File: src/rtl/ram_port_b_arbiter_if.sv
// Requester-side bundle for the port-B arbiter.
// master: requester (req/we/addr/wdata out, ready/rvalid in); slave: arbiter.
interface ram_port_b_arbiter_if #(
    parameter int ADDR_WIDTH = 17,
    parameter int RAM_WIDTH  = 128
);
    logic                  req;
    logic                  we;
    logic [ADDR_WIDTH-1:0] addr;
    logic [RAM_WIDTH-1:0]  wdata;
    logic                  ready;
    logic                  rvalid;

    modport master (
        output req, we, addr, wdata,
        input  ready, rvalid
    );

    modport slave (
        input  req, we, addr, wdata,
        output ready, rvalid
    );
endinterface

File: src/rtl/ram_port_b_arbiter.sv
// Round-robin arbiter sharing RAM port B between m0 (LSU) and m1 (refill).
// Ports: clk, rst (sync, active-low), rdy (freeze), m0/m1 requester
// bundles, rdata (response line), addr_b/din_b/we_b/dout_b (RAM port B).
module ram_port_b_arbiter #(
    parameter int ADDR_WIDTH = 17,
    parameter int RAM_WIDTH  = 128
) (
    input  logic                  clk,
    input  logic                  rst,
    input  logic                  rdy,
    ram_port_b_arbiter_if.slave   m0,
    ram_port_b_arbiter_if.slave   m1,
    output logic [RAM_WIDTH-1:0]  rdata,
    output logic [ADDR_WIDTH-1:0] addr_b,
    output logic [RAM_WIDTH-1:0]  din_b,
    output logic                  we_b,
    input  logic [RAM_WIDTH-1:0]  dout_b
);

    typedef enum logic [1:0] {
        IDLE  = 2'd0,
        ISSUE = 2'd1,
        WAIT  = 2'd2
    } state_e;

    state_e                state_q, state_d;
    logic [ADDR_WIDTH-1:0] addr_q, addr_d;
    logic [RAM_WIDTH-1:0]  wdata_q, wdata_d;
    logic                  we_q, we_d;
    logic                  id_q, id_d;
    logic                  last_q, last_d;
    logic                  rvalid_q, rvalid_d;
    logic [RAM_WIDTH-1:0]  rdata_q, rdata_d;

    logic active;
    logic sel0;
    logic sel1;
    logic gnt0;
    logic gnt1;

    // Outputs are also suppressed while reset is held so an in-flight
    // write cannot reach the RAM and no stale response leaks out.
    assign active = rst & rdy;

    // On a tie the requester that did not win last time is chosen.
    assign sel0 = m0.req & (~m1.req | last_q);
    assign sel1 = m1.req & (~m0.req | ~last_q);

    assign gnt0 = active & (state_q == IDLE) & sel0;
    assign gnt1 = active & (state_q == IDLE) & sel1;

    assign m0.ready  = gnt0;
    assign m1.ready  = gnt1;
    assign m0.rvalid = active & rvalid_q & ~id_q;
    assign m1.rvalid = active & rvalid_q & id_q;

    assign addr_b = addr_q;
    assign din_b  = wdata_q;
    assign we_b   = active & (state_q == ISSUE) & we_q;
    assign rdata  = rdata_q;

    always_comb begin
        state_d  = state_q;
        addr_d   = addr_q;
        wdata_d  = wdata_q;
        we_d     = we_q;
        id_d     = id_q;
        last_d   = last_q;
        rvalid_d = rvalid_q;
        rdata_d  = rdata_q;
        // With rdy low everything holds, so a pending pulse survives.
        if (rdy) begin
            rvalid_d = 1'b0;
            unique case (state_q)
                IDLE: begin
                    if (gnt0 | gnt1) begin
                        state_d = ISSUE;
                        id_d    = gnt1;
                        last_d  = gnt1;
                        we_d    = gnt1 ? m1.we    : m0.we;
                        addr_d  = gnt1 ? m1.addr  : m0.addr;
                        wdata_d = gnt1 ? m1.wdata : m0.wdata;
                    end
                end
                ISSUE: begin
                    if (we_q) begin
                        state_d  = IDLE;
                        rvalid_d = 1'b1;
                    end else begin
                        state_d = WAIT;
                    end
                end
                WAIT: begin
                    rdata_d  = dout_b;
                    rvalid_d = 1'b1;
                    state_d  = IDLE;
                end
                default: begin
                    state_d = IDLE;
                end
            endcase
        end
    end

    always_ff @(posedge clk) begin
        if (!rst) begin
            state_q  <= IDLE;
            addr_q   <= '0;
            wdata_q  <= '0;
            we_q     <= 1'b0;
            id_q     <= 1'b0;
            last_q   <= 1'b1;
            rvalid_q <= 1'b0;
            rdata_q  <= '0;
        end else begin
            state_q  <= state_d;
            addr_q   <= addr_d;
            wdata_q  <= wdata_d;
            we_q     <= we_d;
            id_q     <= id_d;
            last_q   <= last_d;
            rvalid_q <= rvalid_d;
            rdata_q  <= rdata_d;
        end
    end

endmodule
File: src/flat_wrapper.sv
// flat-port wrapper written by rule: the top's interface ports become plain ports
module ram_port_b_arbiter_flat 
#(
    parameter int ADDR_WIDTH = 17,
    parameter int RAM_WIDTH  = 128
)
  (clk, rst, rdy, rdata, addr_b, din_b, we_b, dout_b, m0_req, m0_we, m0_addr, m0_wdata, m0_ready, m0_rvalid, m1_req, m1_we, m1_addr, m1_wdata, m1_ready, m1_rvalid);
  ram_port_b_arbiter_if #(.ADDR_WIDTH(ADDR_WIDTH), .RAM_WIDTH(RAM_WIDTH)) m0_i ();
  ram_port_b_arbiter_if #(.ADDR_WIDTH(ADDR_WIDTH), .RAM_WIDTH(RAM_WIDTH)) m1_i ();
  input  logic clk;
  input  logic rst;
  input  logic rdy;
  output logic [RAM_WIDTH-1:0] rdata;
  output logic [ADDR_WIDTH-1:0] addr_b;
  output logic [RAM_WIDTH-1:0] din_b;
  output logic we_b;
  input  logic [RAM_WIDTH-1:0] dout_b;
  input wire logic [$bits(m0_i.req)-1:0] m0_req;
  input wire logic [$bits(m0_i.we)-1:0] m0_we;
  input wire logic [$bits(m0_i.addr)-1:0] m0_addr;
  input wire logic [$bits(m0_i.wdata)-1:0] m0_wdata;
  output wire logic [$bits(m0_i.ready)-1:0] m0_ready;
  output wire logic [$bits(m0_i.rvalid)-1:0] m0_rvalid;
  input wire logic [$bits(m1_i.req)-1:0] m1_req;
  input wire logic [$bits(m1_i.we)-1:0] m1_we;
  input wire logic [$bits(m1_i.addr)-1:0] m1_addr;
  input wire logic [$bits(m1_i.wdata)-1:0] m1_wdata;
  output wire logic [$bits(m1_i.ready)-1:0] m1_ready;
  output wire logic [$bits(m1_i.rvalid)-1:0] m1_rvalid;
  assign m0_i.req = m0_req;
  assign m0_i.we = m0_we;
  assign m0_i.addr = m0_addr;
  assign m0_i.wdata = m0_wdata;
  assign m0_ready = m0_i.ready;
  assign m0_rvalid = m0_i.rvalid;
  assign m1_i.req = m1_req;
  assign m1_i.we = m1_we;
  assign m1_i.addr = m1_addr;
  assign m1_i.wdata = m1_wdata;
  assign m1_ready = m1_i.ready;
  assign m1_rvalid = m1_i.rvalid;
  ram_port_b_arbiter #(.ADDR_WIDTH(ADDR_WIDTH), .RAM_WIDTH(RAM_WIDTH)) u_core (.clk(clk), .rst(rst), .rdy(rdy), .m0(m0_i), .m1(m1_i), .rdata(rdata), .addr_b(addr_b), .din_b(din_b), .we_b(we_b), .dout_b(dout_b));
endmodule
File: config.mk
export PLATFORM = sky130hd
export DESIGN_NAME = ram_port_b_arbiter_flat
export DESIGN_NICKNAME = d
export VERILOG_FILES = /design/src/rtl/ram_port_b_arbiter_if.sv /design/src/rtl/ram_port_b_arbiter.sv /design/src/flat_wrapper.sv
export SDC_FILE = /design/constraint.sdc
export NUM_CORES = 1
export LEC_CHECK = 0
export ABC_AREA = 1
export BUFFER_PORTS_ARGS = -buffer_cell sky130_fd_sc_hd__buf_2
export CORE_AREA = 2 2 277 279
export DETAILED_ROUTE_END_ITERATION = 10
export DIE_AREA = 0 0 279 281
export GPL_TIMING_DRIVEN = 0
export PLACE_DENSITY = 0.47
export SYNTH_ARGS = -nofsm -noshare
export SYNTH_HDL_FRONTEND = slang
export SYNTH_SLANG_ARGS = --single-unit
File: constraint.sdc
create_clock -name clk -period 2.5 [get_ports clk]
set_input_delay 0.375 -clock clk [delete_from_list [all_inputs] [get_ports clk]]
set_output_delay 0.375 -clock clk [all_outputs]
set_load 0.05 [all_outputs]
==> impl_metrics.env <==
export IMPL_p_int_mw=8.69
export IMPL_synth_warnings=0
export IMPL_cts_max_level=2
export IMPL_final_cells=3452
export IMPL_setup_violations=0
export IMPL_finalSetupTns_ns=0
export IMPL_antenna_found_initial=21
export IMPL_r2r_end="u_core.din_b[104]$_SDFFE_PN0P_"
export IMPL_cp_required_ns=2.12
export IMPL_syn_inst=1711
export IMPL_cts_made_buffers=36
export IMPL_critPathArrivalTime_ns=1.93
export IMPL_fin_ws_ns=0.200
export IMPL_path_class="reg -> out"
export IMPL_hold_start="dout_b[89]"
export IMPL_postCtsSetupBuffers=0
export IMPL_core_rowCount=101
export IMPL_comb_power_share=0.242
export IMPL_synth_cell_type_count=24
export IMPL_hp_class="in -> reg"
export IMPL_drt_iter0_markers=545
export IMPL_hold_slack_ns=0.0691
export IMPL_gp_congestion=0.855
export IMPL_ir_worst_vdd_mv=0.392
export IMPL_cp_endpoint="m1_ready"
export IMPL_cts_max_path_buffers=3
export IMPL_synth_area_leaders="dfxtp_1, nand2_1, nor2_1"
export IMPL_fin_nets=2878
export IMPL_drcViolationCount=0
export IMPL_cp_max_fo=10
export IMPL_worstMarginPinSlew_ns=1.50
export IMPL_cts_hold_buf=0
export IMPL_yosys_most_used_dff="dfxtp_1"
export IMPL_vias=13500
export IMPL_grt_use_total=0.153
export IMPL_start_util=0.154
export IMPL_maxCapViolations=1
export IMPL_ys_ff_latch=279
export IMPL_maxSlewHeadroom=0.0000593
export IMPL_hpwl_um=51200
export IMPL_clk_pin_slew_ns=0.06
export IMPL_firstDrtPassIters=5
export IMPL_grt_pass1_vias=13100
export IMPL_utilization=0.232
export IMPL_fmax_ghz=0.435
export IMPL_final_cell_area_mm2=0.0175
export IMPL_synth_area_leader_cell="dfxtp_1"
export IMPL_die_w_um=279
export IMPL_die_h_um=281
export IMPL_dp_cells=3389
export IMPL_netlist_area_mm2=0.0116
export IMPL_placed_cell_area_mm2=0.0163
export IMPL_seqPwrFrac=0.372
export IMPL_core_area_mm2=0.0754
export IMPL_p_per_area_mw_per_mm2=762
export IMPL_num_io_pins=703
export IMPL_power_switching_mw=4.63
export IMPL_drtAntennaViolNets=0
export IMPL_worst_setup_path_start_kind="flop"
export IMPL_p_leak_nw=8.62
export IMPL_synthArstFlopShare=0
export IMPL_cts_root_buf="clkbuf_16"
export IMPL_place_port_buffers=700
export IMPL_min_period_ns=2.30
export IMPL_grt_ovfl_total=0
export IMPL_dieArea_mm2=0.0784
export IMPL_seq_area_frac_synth=0.482
export IMPL_violations="capacitance limit"
export IMPL_grt_max_degree=12
export IMPL_r2r_setup_slack_ns=0.23
export IMPL_clkSinkCount=279
export IMPL_reg2reg_from="u_core.state_q[0]$_SDFFE_PN0P_"
export IMPL_slew_viol_final=0
export IMPL_skew_ns=0.0123
export IMPL_finalWirelength_um=62800
export IMPL_swShare=0.348
export IMPL_reg2regPathDepth=11
export IMPL_clk_latency_ns=0.55
export IMPL_dp_slack_ns=-0.266
export IMPL_total_power_mw=13.3
export IMPL_drive_above_1_share=0.338
export IMPL_synth_top_area_share=0.482
export IMPL_rsz0062_at_grt="false"
export IMPL_cp_end_kind="output port"
export IMPL_critPathLaunch="u_core.state_q[0]$_SDFFE_PN0P_"
export IMPL_synth_edf_count=0
export IMPL_cts_tree="built"
export IMPL_finalHoldViolations=0
export IMPL_power_share_clock=0.386
export IMPL_drt_vias_per_instance=3.90
export IMPL_synth_nets=2140
export IMPL_finalCritPeriodShare=0.920
export IMPL_grt_pass1_wl_um=87200
export IMPL_wire_per_inst_um=18.2
export IMPL_avgSynthCellArea_um2=6.77
export IMPL_status="complete, but fails checks"
export IMPL_area_growth_pct=50.8
-- cell usage after synthesis, types with 3 or more instances --
| library cell | n |
|---|---|
| nor2_1 | 258 |
| buf_1 | 3 |
| clkbuf_1 | 55 |
| buf_4 | 32 |
| dfxtp_1 | 279 |
| buf_2 | 33 |
| a21oi_2 | 10 |
| o21ai_0 | 127 |
| inv_1 | 12 |
| ha_1 | 4 |
| nand3_1 | 4 |
| a21oi_1 | 140 |
| nand2_1 | 739 |
-- worst min path at each step --
stage / endpoint / depth (start not counted)
after global placement: u_core.din_b[119]$_SDFFE_PN0P_ / 2
after floorplan: u_core.we_q$_SDFFE_PN0P_ / 2
after CTS: u_core.rdata[121]$_SDFFE_PN0P_ / 3
after global routing: u_core.rdata[96]$_SDFFE_PN0P_ / 3
final: u_core.rdata[89]$_SDFFE_PN0P_ / 3
after detailed placement: u_core.din_b[35]$_SDFFE_PN0P_ / 2
-- kinds of logic (layout without fill, tap and decap cells) --
logic type               Yosys count  count (layout)  synth area share
AO/OA/AOI/OAI                    281             281             0.125
adder cells (fa/ha/maj)            4               4           0.00432
buffers and inverters            138             900            0.0593
flip-flops                       279             279             0.482
other                              0               1                 0
AND/OR/NAND/NOR                 1009            1009             0.330
-- power groups by stage --
stage	registers, mW	logic, mW	clock network, mW
after floorplan	6.13	0.979	0
after global placement	5.04	3.28	0
after detailed placement	5.05	3.26	0
after CTS	4.95	3.27	5.32
after global routing	4.99	3.50	5.49
final	4.95	3.22	5.15
-- layout by cell type, fill, tap and decap left out, types with 2 or more instances in the layout --
cell       netlist  routed
a21oi_1        140     140
a21oi_2         10      10
buf_1            3       3
buf_2           33     730
buf_4           32      33
buf_6            1       2
bufinv_16        0       2
clkbuf_1        55      64
clkbuf_16        0      36
clkbuf_8         0       5
clkinv_2         0       5
dfxtp_1        279     279
ha_1             4       4
inv_1           12      12
inv_2            2       2
nand2_1        739     739
nand2_2          2       2
nand3_1          4       4
nor2_1         258     258
o21ai_0        127     127
o21ai_1          2       2
-- flip-flops by register name, summed over array words and instances, names as in the netlist --
name,count
u_core.id_q,1
u_core.addr_b,17
u_core.state_q,2
u_core.last_q,1
u_core.rvalid_q,1
u_core.we_q,1
u_core.din_b,128
u_core.rdata,128
-- critical path, cell delays in order (launching register included) --
cell      delay [ns]
dfxtp_1         0.33
inv_1           0.11
ha_1            0.19
nand3_2         0.12
nor2_2          0.16
clkbuf_4        0.24
buf_4           0.22
-- layout make-up --
class | instances | area (µm²)
clock inverters | 11 | 138
multi-input cells | 1294 | 5320
plain buffers | 124 | 644
clock buffers | 51 | 1010
diodes | 1 | 2.50
inverters | 14 | 52.6
fillers | 8663 | 58000
well taps | 978 | 1220
repair buffers | 700 | 3510
flip-flops and latches | 279 | 5590
-- routing by layer --
metal / share of wire / GRT usage / wire (µm)
met5: 0.0015 / 0 / 92
met4: 0.044 / 0.0656 / 2750
met3: 0.092 / 0.0546 / 5760
met2: 0.47 / 0.266 / 29800
met1: 0.39 / 0.167 / 24400
-- timing repair --
item	4_1_cts	5_1_grt
gates resized for setup	4	3
cloned	0	0
endpoints found under the setup margin	11	1
Power figures use the tool's default switching activity.
